==> config.mk <==
export PLATFORM = sky130hd
export DESIGN_NAME = hamming_corrector
export DESIGN_NICKNAME = d
export VERILOG_FILES = /design/src/rtl/hamming_pkg.sv /design/src/rtl/hamming_splitter.sv /design/src/rtl/hamming_corrector.sv
export SDC_FILE = /design/constraint.sdc
export NUM_CORES = 1
export LEC_CHECK = 0
export CORE_MARGIN = 4
export CORE_UTILIZATION = 51
export DETAILED_ROUTE_END_ITERATION = 10
export HOLD_SLACK_MARGIN = 0.02
export MAX_ROUTING_LAYER = met4
export PLACE_DENSITY = 0.8
export SYNTH_ARGS = -nofsm -noshare
export SYNTH_HDL_FRONTEND = slang
export SYNTH_SLANG_ARGS = --single-unit
==> constraint.sdc <==
create_clock -name clk -period 2 [get_ports clk]
set_input_delay 0.3 -clock clk [delete_from_list [all_inputs] [get_ports clk]]
set_output_delay 0.3 -clock clk [all_outputs]
set_load 0.005 [all_outputs]
==> src/rtl/hamming_pkg.sv <==
`default_nettype none
// ============================================================================
// Module   : hamming_pkg
// Purpose  : Shared Hamming code geometry: widths and position classification.
// Revision : 1.0 - initial release
// ============================================================================
package hamming_pkg;

  function automatic int total_width(input int data_width, input int parity_bits);
    return data_width + parity_bits;
  endfunction

  // Parity bits live at positions 1, 2, 4, 8, ...
  function automatic bit is_power_of_two(input int pos);
    return (pos > 0) && ((pos & (pos - 1)) == 0);
  endfunction

  // Index of a data position within the payload: skip every parity slot at or below it.
  function automatic int data_index(input int pos);
    return pos - 1 - $clog2(pos + 1);
  endfunction

  function automatic int parity_index(input int pos);
    return $clog2(pos);
  endfunction

endpackage
`default_nettype wire

==> src/rtl/hamming_splitter.sv <==
`default_nettype none
// ============================================================================
// Module   : hamming_splitter
// Purpose  : Splits a Hamming codeword into payload and parity fields.
// Revision : 1.0 - initial release
// ============================================================================
module hamming_splitter
  import hamming_pkg::*;
#(
  parameter int PARITY_BITS = 4,
  parameter int DATA_WIDTH  = (1 << PARITY_BITS) - PARITY_BITS - 1,
  localparam int TOTAL_WIDTH = total_width(DATA_WIDTH, PARITY_BITS)
) (
  input  logic [TOTAL_WIDTH-1:0] codeword,
  output logic [DATA_WIDTH-1:0]  data,
  output logic [PARITY_BITS-1:0] parity
);

  for (genvar pos = 1; pos <= TOTAL_WIDTH; pos++) begin : g_pos
    if (is_power_of_two(pos)) begin : g_parity
      assign parity[parity_index(pos)] = codeword[pos-1];
    end else begin : g_data
      assign data[data_index(pos)] = codeword[pos-1];
    end
  end

endmodule
`default_nettype wire

==> src/rtl/hamming_corrector.sv <==
`default_nettype none
// ============================================================================
// Module   : hamming_corrector
// Purpose  : Two-stage single-error-correcting Hamming decoder with
//            valid/ready flow control and a saturating corrected-word counter.
// Revision : 1.0 - initial release
// ============================================================================
module hamming_corrector
  import hamming_pkg::*;
#(
  parameter int PARITY_BITS = 4,
  parameter int DATA_WIDTH  = (1 << PARITY_BITS) - PARITY_BITS - 1,
  parameter int CNT_WIDTH   = 16,
  localparam int TOTAL_WIDTH = total_width(DATA_WIDTH, PARITY_BITS)
) (
  input  logic                   clk,
  input  logic                   rst_n,
  input  logic                   in_valid,
  output logic                   in_ready,
  input  logic [TOTAL_WIDTH-1:0] in_codeword,
  output logic                   out_valid,
  input  logic                   out_ready,
  output logic [DATA_WIDTH-1:0]  out_data,
  output logic [PARITY_BITS-1:0] out_syndrome,
  output logic                   out_corrected,
  output logic                   out_parity_err,
  input  logic                   cnt_clear,
  output logic [CNT_WIDTH-1:0]   err_count
);

  logic                   w_advance;
  logic [PARITY_BITS-1:0] w_syndrome;
  logic [TOTAL_WIDTH-1:0] w_fixed;
  logic [DATA_WIDTH-1:0]  w_data;
  logic [PARITY_BITS-1:0] w_parity_unused;
  logic                   w_corr;
  logic                   w_perr;
  logic                   w_count_inc;

  logic                   r_s1_valid;
  logic [TOTAL_WIDTH-1:0] r_s1_code;
  logic [PARITY_BITS-1:0] r_s1_syn;
  logic                   r_s2_valid;
  logic [DATA_WIDTH-1:0]  r_out_data;
  logic [PARITY_BITS-1:0] r_out_syn;
  logic                   r_out_corr;
  logic                   r_out_perr;
  logic [CNT_WIDTH-1:0]   r_err_count;

  assign w_advance = !r_s2_valid || out_ready;
  assign in_ready  = w_advance;

  // Syndrome bit k covers every position whose index has bit k set.
  always_comb begin
    w_syndrome = '0;
    for (int pos = 1; pos <= TOTAL_WIDTH; pos++) begin
      for (int k = 0; k < PARITY_BITS; k++) begin
        if (pos[k]) w_syndrome[k] = w_syndrome[k] ^ in_codeword[pos-1];
      end
    end
  end

  // A syndrome beyond the codeword length (shortened codes) flips nothing.
  always_comb begin
    w_fixed = r_s1_code;
    for (int pos = 1; pos <= TOTAL_WIDTH; pos++) begin
      if (int'(r_s1_syn) == pos) w_fixed[pos-1] = ~r_s1_code[pos-1];
    end
  end

  assign w_corr = |r_s1_syn;
  assign w_perr = is_power_of_two(int'(r_s1_syn));

  hamming_splitter #(
    .PARITY_BITS (PARITY_BITS),
    .DATA_WIDTH  (DATA_WIDTH)
  ) u_splitter (
    .codeword (w_fixed),
    .data     (w_data),
    .parity   (w_parity_unused)
  );

  always_ff @(posedge clk or negedge rst_n) begin
    if (!rst_n) begin
      r_s1_valid <= 1'b0;
      r_s1_code  <= '0;
      r_s1_syn   <= '0;
      r_s2_valid <= 1'b0;
      r_out_data <= '0;
      r_out_syn  <= '0;
      r_out_corr <= 1'b0;
      r_out_perr <= 1'b0;
    end else if (w_advance) begin
      r_s1_valid <= in_valid;
      r_s1_code  <= in_codeword;
      r_s1_syn   <= w_syndrome;
      r_s2_valid <= r_s1_valid;
      r_out_data <= w_data;
      r_out_syn  <= r_s1_syn;
      r_out_corr <= w_corr;
      r_out_perr <= w_perr;
    end
  end

  assign w_count_inc = r_s2_valid && out_ready && r_out_corr;

  always_ff @(posedge clk or negedge rst_n) begin
    if (!rst_n) begin
      r_err_count <= '0;
    end else if (cnt_clear) begin
      r_err_count <= '0;
    end else if (w_count_inc && (r_err_count != '1)) begin
      r_err_count <= r_err_count + 1'b1;
    end
  end

  assign out_valid      = r_s2_valid;
  assign out_data       = r_out_data;
  assign out_syndrome   = r_out_syn;
  assign out_corrected  = r_out_corr;
  assign out_parity_err = r_out_perr;
  assign err_count      = r_err_count;

endmodule
`default_nettype wire
== Yosys cells after proc, flatten, opt, wreduce, memory -nomap -nowiden ==
Cells that the tools add are included.
Operators by class
  $mul: 0
  reduce and logical (&&, ||, !) cells: 9
  shift-type cells: 0
  $add $sub $neg: 2
  equal/unequal tests: 12
  $lt $le $gt $ge: 1
  mux-type cells: 13
  div/mod/pow operators: 0
  bitwise operators: 40
Operators by type and width (count)
  $logic_not A32 Y1: 1
  $mux W16: 2
  $xor A1 B1 Y1: 28
  $eq A4 B4 Y1 const B: 6
  $add A16 B1 Y16 const B: 1
  $ne A16 B16 Y1 const B: 1
  $eq A4 B3 Y1 const B: 3
  $mux W1: 11
  $not A1 Y1: 11
  $and A5 B5 Y5: 1
  $sub A4 B1 Y5 const B: 1
  $eq A4 B1 Y1 const B: 1
  $eq A4 B2 Y1 const B: 1
  $gt A4 B1 Y1 const B: 1
  $logic_and A1 B1 Y1: 4
  $reduce_or A4 Y1: 1
  $reduce_bool A2 Y1: 1
  $logic_not A1 Y1: 1
  $logic_or A1 B1 Y1: 1
Storage, ports and cells
  output and inout port bits: 35
  word-level logic and storage cells: 86
  bits in latches: 0
  memories kept: 0
  RAM bits: 0
  memory bits (read-only): 0
  register bits after elaboration: 54

== Longest topological paths before layout ==
  word-level depth: 7
  depth in mapped cells: 6
  gate-level depth less buffers: 5

== Cells and area by module ==
From an unflattened synthesis, not the netlist that was laid out.
Unflattened totals
  cells, all modules: 279
  area, all modules: 2992.9 um^2
Modules (own cells, without submodules)
  hamming_corrector: cells an instance 264, sequential area each 1351.3 um^2, area each 2880.3 um^2, instances 1
  hamming_splitter: cells an instance 15, sequential area each 0.0 um^2, area each 112.6 um^2, instances 1

== Worst setup path before layout ==
No wires, ideal clock.
  path type: reg-to-reg
  start point: register r_err_count[0] (netlist: err_count[0])
  end point: register r_err_count[13] (netlist: err_count[13])
  stages on the path, launching flop included: 6
  clock period less this slack: 1840 ps
  arrival: 1762 ps
  library setup time: 78 ps
  setup slack: 160 ps
  required time: 1922 ps
  cells stage by stage: dfrtp_1 -> ha_1 -> and3_1 -> a211o_4 -> or4_1 -> a21oi_1
Between the ends
  cells in the longest elaborated chain, start to end: 3
  elaborated cells on any way between the ends: 6
  those cells by class: add/sub (1); eq/ne (1); mux (2); reduce/logical (2)
Ends and longest elaborated chain
  from (decl): RTL line hamming_corrector.sv:48  | logic [CNT_WIDTH-1:0] r_err_count;
  from (signal assigned): RTL line hamming_corrector.sv:113  | r_err_count <= r_err_count + 1'b1;
  $add A16 B1 Y16 or $ne A16 B16 Y1 (tied branches): RTL line hamming_corrector.sv:113, hamming_corrector.sv:112
  $mux W16 or $logic_and A1 B1 Y1 (tied branches): RTL line hamming_corrector.sv:112  | end else if (w_count_inc && (r_err_count != '1)) begin
  $mux W16 or $reduce_bool A2 Y1 (tied branches)
Parallel ways exist; a longest one is shown, timed or not. The select of a mux whose other input is x is not followed.
A chain may end at the register's enable or synchronous reset.

== Worst setup path after layout ==
  start point: register r_err_count[1] (netlist: err_count[1])
  end point: register r_err_count[15] (netlist: err_count[15])
Same word-level chain as after synthesis.

==> impl_metrics.tcl <==
set metrics [dict create \
    critPathKind "flop to flop" \
    insertion_delay_ns 0.31 \
    ys_ff_latch 50 \
    slew_violations 0 \
    ir_drop_v 0.0004411 \
    worstHoldStart "r_s1_valid$_DFFE_PN0P_" \
    leakagePower_nw 1.378 \
    drtIter0Drc 164 \
    root_buffer "clkbuf_8" \
    synth_cells 274 \
    hold_viol_final 0 \
    grt_pass1_wl_um 9632 \
    worst_hold_slack_ns 0.4744 \
    initial_utilization 0.5325 \
    drc_errors 0 \
    finalSetupViolations 0 \
    grt_use_total 0.2030 \
    cts_setup_buffers 0 \
    place_inst 393 \
    fp.dieW_um 78.69 \
    regToRegStartpoint "err_count[1]$_DFFE_PN0P_" \
    holdCritPathClass "flop to flop" \
    synthToLayoutAreaGrowth_pct 30.88 \
    io_buffer_count 54 \
    end_kind "flop" \
    critPathLaunchType "flop" \
    cts_made_buffers 5 \
    placementRows 25 \
    status "completed" \
    fmax_ghz 0.5328 \
    grt_pass1_vias 2109 \
    ys.warnings.count 0 \
    cts_sinks 50 \
    insertedDiodeCount 0 \
    cts_max_level 2 \
    mostFrequentLayoutCells "nand2_1 (60), clkdlybuf4s50_1 (53), dfrtp_1 (50)" \
    final_common_cell "nand2_1" \
    maxCapViolations 0 \
    ys_types 35 \
    netlist_area_mm2 0.002549 \
    fin_cells 402 \
    min_period_ns 1.877 \
    wl_per_cell_um 14.03 \
    powerDensity_mw_per_mm2 880.5 \
    grt_max_degree 36 \
    io_pins 55 \
    path_max_fanout 10 \
    clk_path_buf_depth 2 \
    crit_start "err_count[1]$_DFFE_PN0P_" \
    overflow 0 \
    skew_ns 0.007349 \
    finalWeightedCongestion 0.8861 \
    vias_per_cell 5.450 \
    worstMarginPinSlew_ns 0.5605 \
    required_ns 2.23 \
    yosysSeqAreaShare 0.4909 \
    ant_nets 0 \
    num_vias 2191 \
    grt_setup_unrepaired "no" \
    clk_pin_slew_ns 0.09 \
    die_h_um 78.69 \
    relSlewSlack 0.6234 \
    antenna_found_initial 0 \
    synth.net_count 295 \
    cp.arrival_ns 2.11 \
    dieArea_mm2 0.006192 \
    final_nets 355 \
    coreArea_mm2 0.004786 \
    syn_avg_cell_area_um2 9.302 \
    drt_wl_total_um 5640 \
    p_total_mw 2.937 \
    fin_crit_sh 0.9384 \
    drive_gt1_frac 0.08657 \
    place.detailed.hpwl_um 4244 \
    first_pass_iters 4 \
    cts_tree "built" \
]
what timing repair did:
item / 4_1_cts / 5_1_grt
hold endpoints to repair: 23 / 0
gates resized for setup: 0 / 0
hold buffers: 1 / 0
per-stage QoR:
stage               cell area (um^2)  TNS [ns]  worst slack (ns)    util
floorplan                       2549         0            0.1600       -
global placement                3219         0           0.01268  0.6727
detailed placement              3219   -0.1113          -0.05125  0.6727
CTS                             3336         0            0.1085  0.6970
global route                    3336         0           0.01406  0.6970
finish                          3336         0            0.1232  0.6970
worst paths after layout:
kind | end | slack (ns) | cells after the start
worst max-delay path | err_count[15]$_DFFE_PN0P_ | 0.12 | 5
worst min-delay path | r_s1_valid$_DFFE_PN0P_ | 0.47 | 2
worst max register to register | err_count[15]$_DFFE_PN0P_ | 0.12 | 5
worst min register to register | r_s1_valid$_DFFE_PN0P_ | 0.47 | 2
max in group asynchronous | r_s1_code[14]$_DFFE_PN0P_ | 0.88 | 3
min in group asynchronous | err_count[0]$_DFFE_PN0P_ | 0.52 | 2
power by group:
| part | internal, mW | switching (mW) | total, mW |
|---|---|---|---|
| clock network | 0.375 | 0.331 | 0.705 |
| logic | 0.484 | 0.373 | 0.857 |
| registers | 1.20 | 0.176 | 1.38 |
state kept, by name (all words and copies together), names as in the netlist:
name            count
err_count          16
out_data           11
r_s1_code          11
out_syndrome        4
r_s1_syn            4
out_corrected       1
out_parity_err      1
out_valid           1
r_s1_valid          1
worst max-delay path: stages, from the launching register on:
cell and delay, ns:
dfrtp_1 0.42, ha_1 0.21, and3_1 0.18, a211o_4 0.38, or4_1 0.47, a21oi_1 0.16
routing by layer:
metal	vias to the layer above	share of wire	track usage
met3	12	0.044	0.04082
met4	0	0.023	0.08042
met2	59	0.50	0.3370
met5	-	0	-
met1	1048	0.43	0.2442
li1	1072	-	-
logic make-up after synthesis:
logic type      Yosys count  synth area share
mux                       3           0.01325
buf+inv                  19           0.02847
flops                    50            0.4909
xor+xnor                 27            0.1036
simple gates            121            0.2342
fa+ha+maj                 1          0.004908
compound gates           53            0.1247
synth_stat cells:
cell type	number	area (um^2)
and4_1	1	8.760
a211o_4	1	17.52
xnor3_1	2	45.04
o31ai_1	9	67.56
a311oi_1	1	8.760
nand2_1	60	225.2
xor2_1	4	35.03
buf_2	1	5.000
a21oi_1	16	80.08
nand2b_1	5	31.28
or4_1	7	52.55
ha_1	1	12.51
nand3_1	6	30.03
or3_1	6	37.54
nand3b_1	1	7.510
o41ai_1	1	8.760
or3_2	2	15.01
mux2_2	3	33.78
nor3_1	2	10.01
o21a_1	1	7.510
nor2_1	15	56.30
nand4_4	1	21.27
clkbuf_1	11	41.29
a31oi_1	6	37.54
and3_1	3	18.77
inv_1	5	18.77
nor4b_1	1	8.760
o21ai_0	18	90.09
nor2b_1	3	18.77
buf_1	2	7.510
xnor2_1	21	183.9
nand4_1	4	25.02
dfrtp_1	50	1251
or4_2	2	17.52
nor4_1	2	12.51
layout make-up:
cell class	count	area, um^2
sequential	50	1251
multi-input combinational	205	1227
tap	67	83.83
clock inverter	1	30.03
timing repair buffer	67	648.1
fill	409	1450
inverter	5	18.77
clock buffer	7	76.32
(Power assumes the default switching activity.)
